**config.mk**
```make
export PLATFORM = sky130hd
export DESIGN_NAME = day7_week_tracker
export DESIGN_NICKNAME = d
export VERILOG_FILES = /design/src/rtl/day7_week_tracker.sv
export SDC_FILE = /design/constraint.sdc
export NUM_CORES = 1
export LEC_CHECK = 0
export ABC_CLOCK_PERIOD_IN_PS = 1400
export CORE_UTILIZATION = 42
export CTS_CLUSTER_SIZE = 20
export DETAILED_ROUTE_END_ITERATION = 10
export PLACE_DENSITY_LB_ADDON = 0.3
export SLEW_MARGIN = 10
export SYNTH_ARGS = -nofsm -noshare
export SYNTH_HDL_FRONTEND = slang
export SYNTH_SLANG_ARGS = --single-unit
```
**constraint.sdc**
```tcl
create_clock -name Cp -period 1.4 [get_ports Cp]
set_input_delay 0.42 -clock Cp [delete_from_list [all_inputs] [get_ports Cp]]
set_output_delay 0.42 -clock Cp [all_outputs]
set_load 0.01 [all_outputs]
```
**src/rtl/day7_week_tracker.sv**
```systemverilog
// day7_week_tracker: consumer of a binary-coded mod-7 day counter.
// This block samples the code {y3,y2,y1}, decodes it to a one-hot day,
// detects the 6->0 wrap, counts weeks modulo WEEKS and raises sticky
// flags for illegal codes and sequence breaks.
// Optional build macro SEG7_OUT_EN adds a registered 7-segment output
// 'seg' (active high, seg[6]=g ... seg[0]=a) that is aligned with day_oh.
module day7_week_tracker #(
  parameter int WEEKS = 4,
  parameter int WK_W  = 2
) (
  input  logic            Cp,
  input  logic            R,
  input  logic            y1,
  input  logic            y2,
  input  logic            y3,
  output logic [6:0]      day_oh,
  output logic            wrap,
  output logic [WK_W-1:0] wk,
  output logic            wk_carry,
  output logic            err_code,
`ifdef SEG7_OUT_EN
  output logic            err_seq,
  output logic [6:0]      seg
`else
  output logic            err_seq
`endif
);

  localparam logic [WK_W-1:0] WK_LAST = WK_W'(WEEKS - 1);

  // Code that should follow p. Code 7 is followed by 0.
  function automatic logic [2:0] next_day(input logic [2:0] p);
    if (p == 3'd6) begin
      next_day = 3'd0;
    end else begin
      next_day = p + 3'd1;
    end
  endfunction

  // One-hot decode of a day code. Code 7 gives all zeros.
  function automatic logic [6:0] day_decode(input logic [2:0] c);
    case (c)
      3'd0:    day_decode = 7'b000_0001;
      3'd1:    day_decode = 7'b000_0010;
      3'd2:    day_decode = 7'b000_0100;
      3'd3:    day_decode = 7'b000_1000;
      3'd4:    day_decode = 7'b001_0000;
      3'd5:    day_decode = 7'b010_0000;
      3'd6:    day_decode = 7'b100_0000;
      default: day_decode = 7'b000_0000;
    endcase
  endfunction

`ifdef SEG7_OUT_EN
  // 7-segment pattern for a day code. Code 7 is shown as a dash.
  function automatic logic [6:0] seg_decode(input logic [2:0] c);
    case (c)
      3'd0:    seg_decode = 7'h3F;
      3'd1:    seg_decode = 7'h06;
      3'd2:    seg_decode = 7'h5B;
      3'd3:    seg_decode = 7'h4F;
      3'd4:    seg_decode = 7'h66;
      3'd5:    seg_decode = 7'h6D;
      3'd6:    seg_decode = 7'h7D;
      default: seg_decode = 7'h40;
    endcase
  endfunction

  logic [6:0] seg_d, seg_q;
`endif

  logic [2:0]      cur_d, cur_q;
  logic [2:0]      prv_d, prv_q;
  logic [1:0]      vld_d, vld_q;
  logic [6:0]      day_oh_d, day_oh_q;
  logic            wrap_d, wrap_q;
  logic [WK_W-1:0] wk_d, wk_q;
  logic            wk_carry_d, wk_carry_q;
  logic            err_code_d, err_code_q;
  logic            err_seq_d, err_seq_q;
  logic            wrap_cond_s;

  // Next-state logic for the sampling stage and the decode/count stage.
  always_comb begin
    cur_d       = {y3, y2, y1};
    prv_d       = cur_q;
    vld_d       = {vld_q[0], 1'b1};
    day_oh_d    = day_decode(cur_q);
    wrap_cond_s = vld_q[1] & (prv_q == 3'd6) & (cur_q == 3'd0);
    wrap_d      = wrap_cond_s;
    wk_d        = wk_q;
    wk_carry_d  = 1'b0;
    if (wrap_cond_s) begin
      wk_carry_d = (wk_q == WK_LAST);
      if (wk_q == WK_LAST) begin
        wk_d = {WK_W{1'b0}};
      end else begin
        wk_d = wk_q + WK_W'(1);
      end
    end else begin
      wk_d = wk_q;
    end
    err_code_d = err_code_q | (cur_q == 3'd7);
    err_seq_d  = err_seq_q | (vld_q[1] & (cur_q != next_day(prv_q)));
`ifdef SEG7_OUT_EN
    seg_d      = seg_decode(cur_q);
`endif
  end

  // State registers; R clears everything immediately.
  always_ff @(posedge Cp or negedge R) begin
    if (!R) begin
      cur_q      <= 3'd0;
      prv_q      <= 3'd0;
      vld_q      <= 2'b00;
      day_oh_q   <= 7'd0;
      wrap_q     <= 1'b0;
      wk_q       <= {WK_W{1'b0}};
      wk_carry_q <= 1'b0;
      err_code_q <= 1'b0;
      err_seq_q  <= 1'b0;
`ifdef SEG7_OUT_EN
      seg_q      <= 7'h00;
`endif
    end else begin
      cur_q      <= cur_d;
      prv_q      <= prv_d;
      vld_q      <= vld_d;
      day_oh_q   <= day_oh_d;
      wrap_q     <= wrap_d;
      wk_q       <= wk_d;
      wk_carry_q <= wk_carry_d;
      err_code_q <= err_code_d;
      err_seq_q  <= err_seq_d;
`ifdef SEG7_OUT_EN
      seg_q      <= seg_d;
`endif
    end
  end

  assign day_oh   = day_oh_q;
  assign wrap     = wrap_q;
  assign wk       = wk_q;
  assign wk_carry = wk_carry_q;
  assign err_code = err_code_q;
  assign err_seq  = err_seq_q;
`ifdef SEG7_OUT_EN
  assign seg      = seg_q;
`endif

endmodule
```
Yosys cells after proc, flatten, opt, wreduce, memory -nomap -nowiden
Cells that the tools add are included.
- word-level logic and storage cells: 31
- register bits after elaboration: 21
- memories kept: 0
- output and inout bits: 13
- RAM bits: 0
- bits in latches: 0
- bits in read-only memories: 0
- divide/modulo/power cells: 0
- bitwise logic cells: 5
- reductions and logical operators: 1
- add/subtract/negate cells: 2
- equality and inequality tests: 10
- $lt $le $gt $ge: 0
- shift-type cells: 0
- multiplexer cells: 4
- multiply operators: 0
- operators with widths (kind ; count):
    7-bit case mux with 7 select lines ; 1
    3-bit equality test (second input constant) ; 5
    3-bit by 2-bit equality test with 1-bit output (second input constant) ; 2
    3-bit by 1-bit adder with 3-bit output (second input constant) ; 1
    1-bit bitwise AND ; 3
    3-bit by 1-bit equality test with 1-bit output (second input constant) ; 1
    3-bit logical NOT ; 1
    3-bit two-way mux ; 1
    3-bit != test ; 1
    2-bit by 1-bit adder with 2-bit output (second input constant) ; 1
    2-bit equality test (second input constant) ; 1
    2-bit two-way mux ; 1
    1-bit OR ; 2
    1-bit two-way mux ; 1

Logic depth before layout (Yosys ltp)
Gate-level depths: netlist (run 1).
- word-level depth: 5
- mapped depth: 5

Worst setup path after synthesis (run 1)
OpenSTA, ideal clock, no wires.
- path type: flip-flop to flip-flop
- start point: register cur_q[1]
- end point: register wk_q[0] (netlist: wk[0])
- data required time: 1275 ps
- cell stages (with the launch flop): 6
- library setup time: 125 ps
- path slack: 24 ps
- arrival time: 1252 ps
- buffers on the path: 1
- path through: dfrtp_1 buf_6 nor2_1 nand3_1 nor3_4 mux2_2
- cells in the longest elaborated chain, start to end: 2
- RTL lines (item ; RTL line ; source):
    start: declaration ; 72 ; logic [2:0] cur_d, cur_q;
    start signal: assignment ; 126 ; cur_q <= cur_d;
    3-bit logical NOT ; 89 ; wrap_cond_s = vld_q[1] & (prv_q == 3'd6) & (cur_q == 3'd0);
    1-bit bitwise AND ; 89 ;
    named net wrap_cond_s ; 81 ; logic wrap_cond_s;
    end signal: assignment ; 118 ; wk_q <= {WK_W{1'b0}};
    end signal: assignment ; 131 ; wk_q <= wk_d;
    end: declaration ; 77 ; logic [WK_W-1:0] wk_d, wk_q;
The timed path passes the listed nets, and every way through them passes these cells.
A chain may end at the register's enable or synchronous reset.

Final worst setup path (run 1)
- start point: register wk_carry_q (netlist: wk_carry)
- end point: output port wk_carry
- RTL lines (item ; RTL line ; source):
    start: declaration ; 78 ; logic wk_carry_d, wk_carry_q;
    start signal: assignment ; 132 ; wk_carry_q <= wk_carry_d;
    end: declaration ; 19 ; output logic wk_carry,
No word-level cell between the ends.

==> results of run 1 <==
## worst max path at each step
stage	from	endpoint	slack (ns)	depth (start not counted)
after floorplan	cur_q[1]	wk[0]	0.02	5
after global placement	wk[0]	wk[0]	0.07	1
after detailed placement	cur_q[0]	wk[1]	-0.009	4
after CTS	day_oh[3]	day_oh[3]	0.01	1
after global routing	cur_q[0]	wk[1]	-0.03	4
final	wk_carry	wk_carry	0.04	1
## per-layer routing
| metal | global-route usage | part of all wire | up-vias |
|---|---|---|---|
| met2 | 0.232 | 0.53 | 15 |
| li1 | - | - | 235 |
| met1 | 0.149 | 0.40 | 232 |
| met5 | 0 | 0 | - |
| met4 | 0.0909 | 0.019 | 0 |
| met3 | 0.0245 | 0.050 | 4 |
## cells by family (layout without fill, tap and decap cells)
| kind of cell | after synthesis | count (layout) |
|---|---|---|
| AND/OR/NAND/NOR | 17 | 17 |
| other | 1 | 1 |
| XOR/XNOR | 1 | 1 |
| adder cells (fa/ha/maj) | 1 | 1 |
| AO/OA/AOI/OAI | 6 | 6 |
| multiplexers | 2 | 2 |
| flip-flops | 21 | 21 |
| buffers and inverters | 3 | 31 |
## flip-flops by register name, indices dropped and copies added (netlist names)
name / cells
wrap: 1
wk: 2
vld_q: 2
day_oh: 7
wk_carry: 1
err_code: 1
err_seq: 1
cur_q: 3
prv_q: 3
## final cells by class
type / instances / area [sq um] / share of cell area
clock buffers: 4 / 26.3 / 0.0251
repair buffers: 27 / 231 / 0.221
flip-flops and latches: 21 / 527 / 0.503
multi-input cells: 28 / 231 / 0.221
well taps: 25 / 31.3 / 0.0299
## per-stage QoR
| stage | util | worst slack (ns) | total power, W | area, sq um |
|---|---|---|---|---|
| finish | 0.613 | 0.0383 | 0.00106 | 1050 |
| global route | 0.613 | -0.0317 | 0.00112 | 1050 |
| CTS | 0.588 | 0.00962 | 0.00106 | 1000 |
| detailed placement | 0.575 | -0.00887 | 0.000790 | 982 |
| global placement | 0.575 | 0.0670 | 0.000785 | 982 |
| floorplan | - | 0.0237 | 0.000718 | 762 |
## power by group
part,switching (W),internal (W)
combinational,0.0000586,0.0000728
clock,0.000163,0.000111
sequential,0.0000189,0.000634
total,0.000240,0.000818
## synthesized netlist by cell type
library cell,number,share of area
o22ai_1,1,0.0082
a21o_1,1,0.0099
a31o_2,1,0.011
nand2_1,1,0.0049
nor3_1,1,0.0066
buf_6,1,0.015
a21boi_0,1,0.0099
nand3b_1,2,0.020
buf_4,2,0.020
nand3_1,1,0.0066
and2_1,2,0.016
dfrtp_1,21,0.69
nor2_1,3,0.015
or3b_1,1,0.011
xor2_1,1,0.011
a21oi_1,1,0.0066
nor3b_1,2,0.020
ha_1,1,0.016
o41ai_1,1,0.011
nand2b_1,1,0.0082
nor3_4,1,0.021
and3b_2,2,0.026
conb_1,1,0.0049
mux2_2,2,0.030
## repair_timing
item                                    4_1_cts  5_1_grt
endpoints found under the setup margin       15        8
setup buffers                                 1        3
pin swaps                                     0        0
resized for setup                            16        9
gates cloned                                  0        0
==> metrics.yaml, run 1 <==
yosys:
  synth_xor_area_frac: 0.0115
  synthCells: 52
  synth-simple-area-share: 0.156
  syn_nets: 58
  yosysSeqAreaShare: 0.690
  yosys-mux-area-fraction: 0.0296
  synth_fa_ha_area_frac: 0.0164
  avgSynthCellArea_sq_um: 14.7
  synth_top_family_by_area: "simple AND/OR/NAND/NOR gates"
  netlist_area_sq_um: 762
  synth_compound_area_frac: 0.0575
  ys_ff_latch: 21
  ys_types: 24
  synth_warnings: 0
global_route:
  antenna_found_initial: 0
  globalRoute.totalOverflow: 0
  grt_usage: 0.134
  grt_max_degree: 22
  grt_pass1_vias: 435
  grt_pass1_wl_um: 1840
worst_setup_path:
  crit_family: "flip-flops"
  timing.rr.end: "wk[0]"
  required_ns: 0.98
  cp_max_fo: 1
  cpMaxStageDelayCell: "dfrtp_1"
  cp_num_buf_inv: 1
  path_cells: "dlygate4sd2_1"
  arrival_ns: 0.94
  r2r_setup_slack_ns: 0.06
  cpPeakStageDelay_ns: 0.37
  reg2reg_depth: 4
  worstSetupPathType: "register to output port"
  timing.rr.start: "cur_q[0]"
  start_kind: "register"
  crit_path_end_kind: "output port"
routing:
  wire_per_inst_um: 10.6
  post-route-drc-count: 0
  ant_nets: 0
  wl_um: 1120
  vias: 486
  first_pass_iters: 3
  drtIter0Drc: 4
  vias_per_cell: 4.63
cts:
  root_buffer: "clkbuf_4"
  path_clk_slew_ns: 0.10
  insertion_delay_ns: 0.30
  ctsHoldBuffers: 0
  clock_path_buffers: 2
  cts_made_buffers: 3
  cts.htree.levels: 1
  cts_tree: "done"
  clkSinkCount: 21
pwr:
  ir_drop_mv: 0.544
  p_leak_nw: 0.510
  p_per_area_nw_per_um2: 1010
floorplan:
  std_cell_rows: 15
  die_x_um: 44.6
  dieArea_sq_um: 1990
  ioPinCount: 18
  die_y_um: 44.6
  fp.coreArea_sq_um: 1710
  initial_core_util: 0.446
min_path:
  hp-class: "register to register"
  hold_depth: 0
  min_to: "vld_q[1]"
  hold_start: "vld_q[0]"
sta:
  finalSetupViolations: 0
  finalClockSkew_ns: 0.00130
  drv_slew: 0
  rsz0062_at_grt: "true"
  hold_slack_ns: 0.363
  fmax_mhz: 734
  fin_crit_sh: 0.973
  period_minus_slack_ns: 1.36
  final.setup.tns_ns: 0
  finalHoldViolCount: 0
place:
  io_buffers: 17
  dpl.hpwl_um: 810
  gp_congestion: 0.730
  dp_cells: 97
status:
  status: "finished clean"
layout:
  layout_common_cells: "dfrtp_1, buf_4, dlygate4sd2_1, clkdlybuf4s15_1, clkdlybuf4s50_1"
  syn2layout_area_growth_pct: 37.4
  final_cells: 105
  layout-drive-gt1-share: 0.313
  fin_nets: 87
  nFillCells: 138
  diodes: 0
  mostFrequentLayoutCell: "dfrtp_1"
flow_run:
  maxCapViolCount: 0
Power figures use the tool's default switching activity.
==> run 2: changes to the inputs <==
ABC_CLOCK_PERIOD_IN_PS = not set   (was 1400)
CORE_UTILIZATION = 45   (was 42)
CTS_BUF_LIST = sky130_fd_sc_hd__clkbuf_4   (was not set)
==> run 2 against run 1 <==
Critical path depth increased by 2. Register-to-register slack got worse by 0.02 ns. Via count increased by 1.0%. Combinational power about the same. Die area decreased by 6.4%. Non-clock buffer count decreased by 1. Global-route usage about the same. Core utilization increased by 6.0 points. Hold slack improved by 0.013 ns. Fmax about the same. Setup slack improved by 0.00082 ns. Sequential share of layout area increased by 0.49 points.
==> metrics.yaml, run 2 (synthesized netlist as in run 1, its figures left out) <==
status:
  status: "finished clean"
layout:
  layout_common_cells: "dfrtp_1, clkdlybuf4s15_1, buf_4, clkdlybuf4s50_1"
  final_cells: 95
  mostFrequentLayoutCell: "dfrtp_1"
  layout-drive-gt1-share: 0.304
  fin_nets: 86
  largest_register_ffs: 7
  diodes: 0
  design_area_sq_um: 1040
  syn2layout_area_growth_pct: 36.1
place:
  dpl.hpwl_um: 798
  dp_cells: 89
  gp_congestion: 0.764
  placedInstanceArea_sq_um: 978
  io_buffers: 17
worst_setup_path:
  crit_path_end_kind: "register"
  required_ns: 1.58
  cpPeakStageDelay_ns: 0.45
  arrival_ns: 1.54
  cp_max_fo: 5
  worstSetupPathType: "register to register"
  cpMaxStageDelayCell: "dfrtp_2"
  path_cells: "nand2b_1 -> nor3_4 -> mux2_2"
  start_kind: "register"
floorplan:
  fp.coreArea_sq_um: 1540
  std_cell_rows: 14
  dieArea_sq_um: 1860
  initial_core_util: 0.494
  die_y_um: 43.2
  die_x_um: 43.2
  ioPinCount: 18
cts:
  cts_tree: "done"
  cts_made_buffers: 3
  path_clk_slew_ns: 0.11
  clock_path_buffers: 2
  insertion_delay_ns: 0.29
  clkSinkCount: 21
  root_buffer: "clkbuf_4"
  cts.htree.levels: 1
  ctsHoldBuffers: 0
sta:
  finalSetupViolations: 0
  period_minus_slack_ns: 1.36
  fmax_mhz: 735
  final.setup.tns_ns: 0
  finalHoldViolCount: 0
  fin_crit_sh: 0.972
  finalClockSkew_ns: 0.00904
  drv_slew: 0
  rsz0062_at_grt: "true"
global_route:
  grt_pass1_wl_um: 1860
  grtUsageMet2: 0.245
  grt_pass1_vias: 452
  globalRoute.totalOverflow: 0
  busiest_layer: "met2"
  grt_usage: 0.134
  gr-usage-met1: 0.159
  grt_max_degree: 22
  use_met3: 0.0383
  antenna_found_initial: 0
min_path:
  hp-class: "register to register"
routing:
  ant_nets: 0
  vias: 491
  post-route-drc-count: 0
  first_pass_iters: 4
  drtIter0Drc: 2
  wire_per_inst_um: 11.9
  vias_per_cell: 5.17
  wl_um: 1130
pwr:
  ir_drop_mv: 0.795
  p_per_area_nw_per_um2: 1020
  p_leak_nw: 0.490
flow_run:
  maxCapViolCount: 0
## run 2: final timing paths
kind                       slack (ns)  startpoint  depth (start not counted)         to
max                              0.04    cur_q[2]                          3      wk[1]
min                              0.38    vld_q[0]                          0   vld_q[1]
max reg2reg                      0.04    cur_q[2]                          3      wk[1]
min reg2reg                      0.38    vld_q[0]                          0   vld_q[1]
max in group asynchronous        0.71           R                          2   cur_q[2]
min in group asynchronous        0.46           R                          2  day_oh[5]
## run 2: power breakdown
part           total (W)  internal, W  leakage [nW]  switching, W
Combinational   0.000130    0.0000702         0.214     0.0000594
Clock           0.000277     0.000106        0.0177      0.000171
Sequential      0.000653     0.000634         0.258     0.0000187
Total            0.00106     0.000811         0.490      0.000249
## run 2: metrics by stage
stage	util	hold WS (ns)	power [W]	setup WS (ns)
4_1_cts	0.643	0.385	0.00107	0.000784
3_5_place_dp	0.635	0.359	0.000799	0.0297
5_1_grt	0.673	0.386	0.00112	-0.00572
3_3_place_gp	0.635	0.332	0.000793	0.0755
2_1_floorplan	-	0.124	0.000718	0.0237
6_report	0.673	0.376	0.00106	0.0391
## run 2: final cells by class
class	count	area, sq um
multi-input cells	28	229
clock inverters	1	5.00
flip-flops and latches	21	527
well taps	16	20.0
clock buffers	3	22.5
fillers	135	504
repair buffers	26	234
## run 2: what timing repair did
| action | in CTS | in global routing |
|---|---|---|
| setup endpoints to repair | 13 | 12 |
| pin swaps | 0 | 1 |
| gates resized for setup | 14 | 14 |
| setup buffers | 0 | 2 |
## run 2: metal layers
| layer | share of wire | wire length [um] | up-vias |
|---|---|---|---|
| li1 | - | - | 231 |
| met1 | 0.43 | 489 | 248 |
| met2 | 0.53 | 598 | 12 |
| met3 | 0.036 | 41 | 0 |
| met4 | 0 | 0 | 0 |
| met5 | 0 | 0 | - |
## run 2: critical path, delay by kind of cell (launching register included)
family | cells | cell delay [ns]
DFF | 1 | 0.45
and+or+nand+nor | 2 | 0.44
muxes | 1 | 0.36
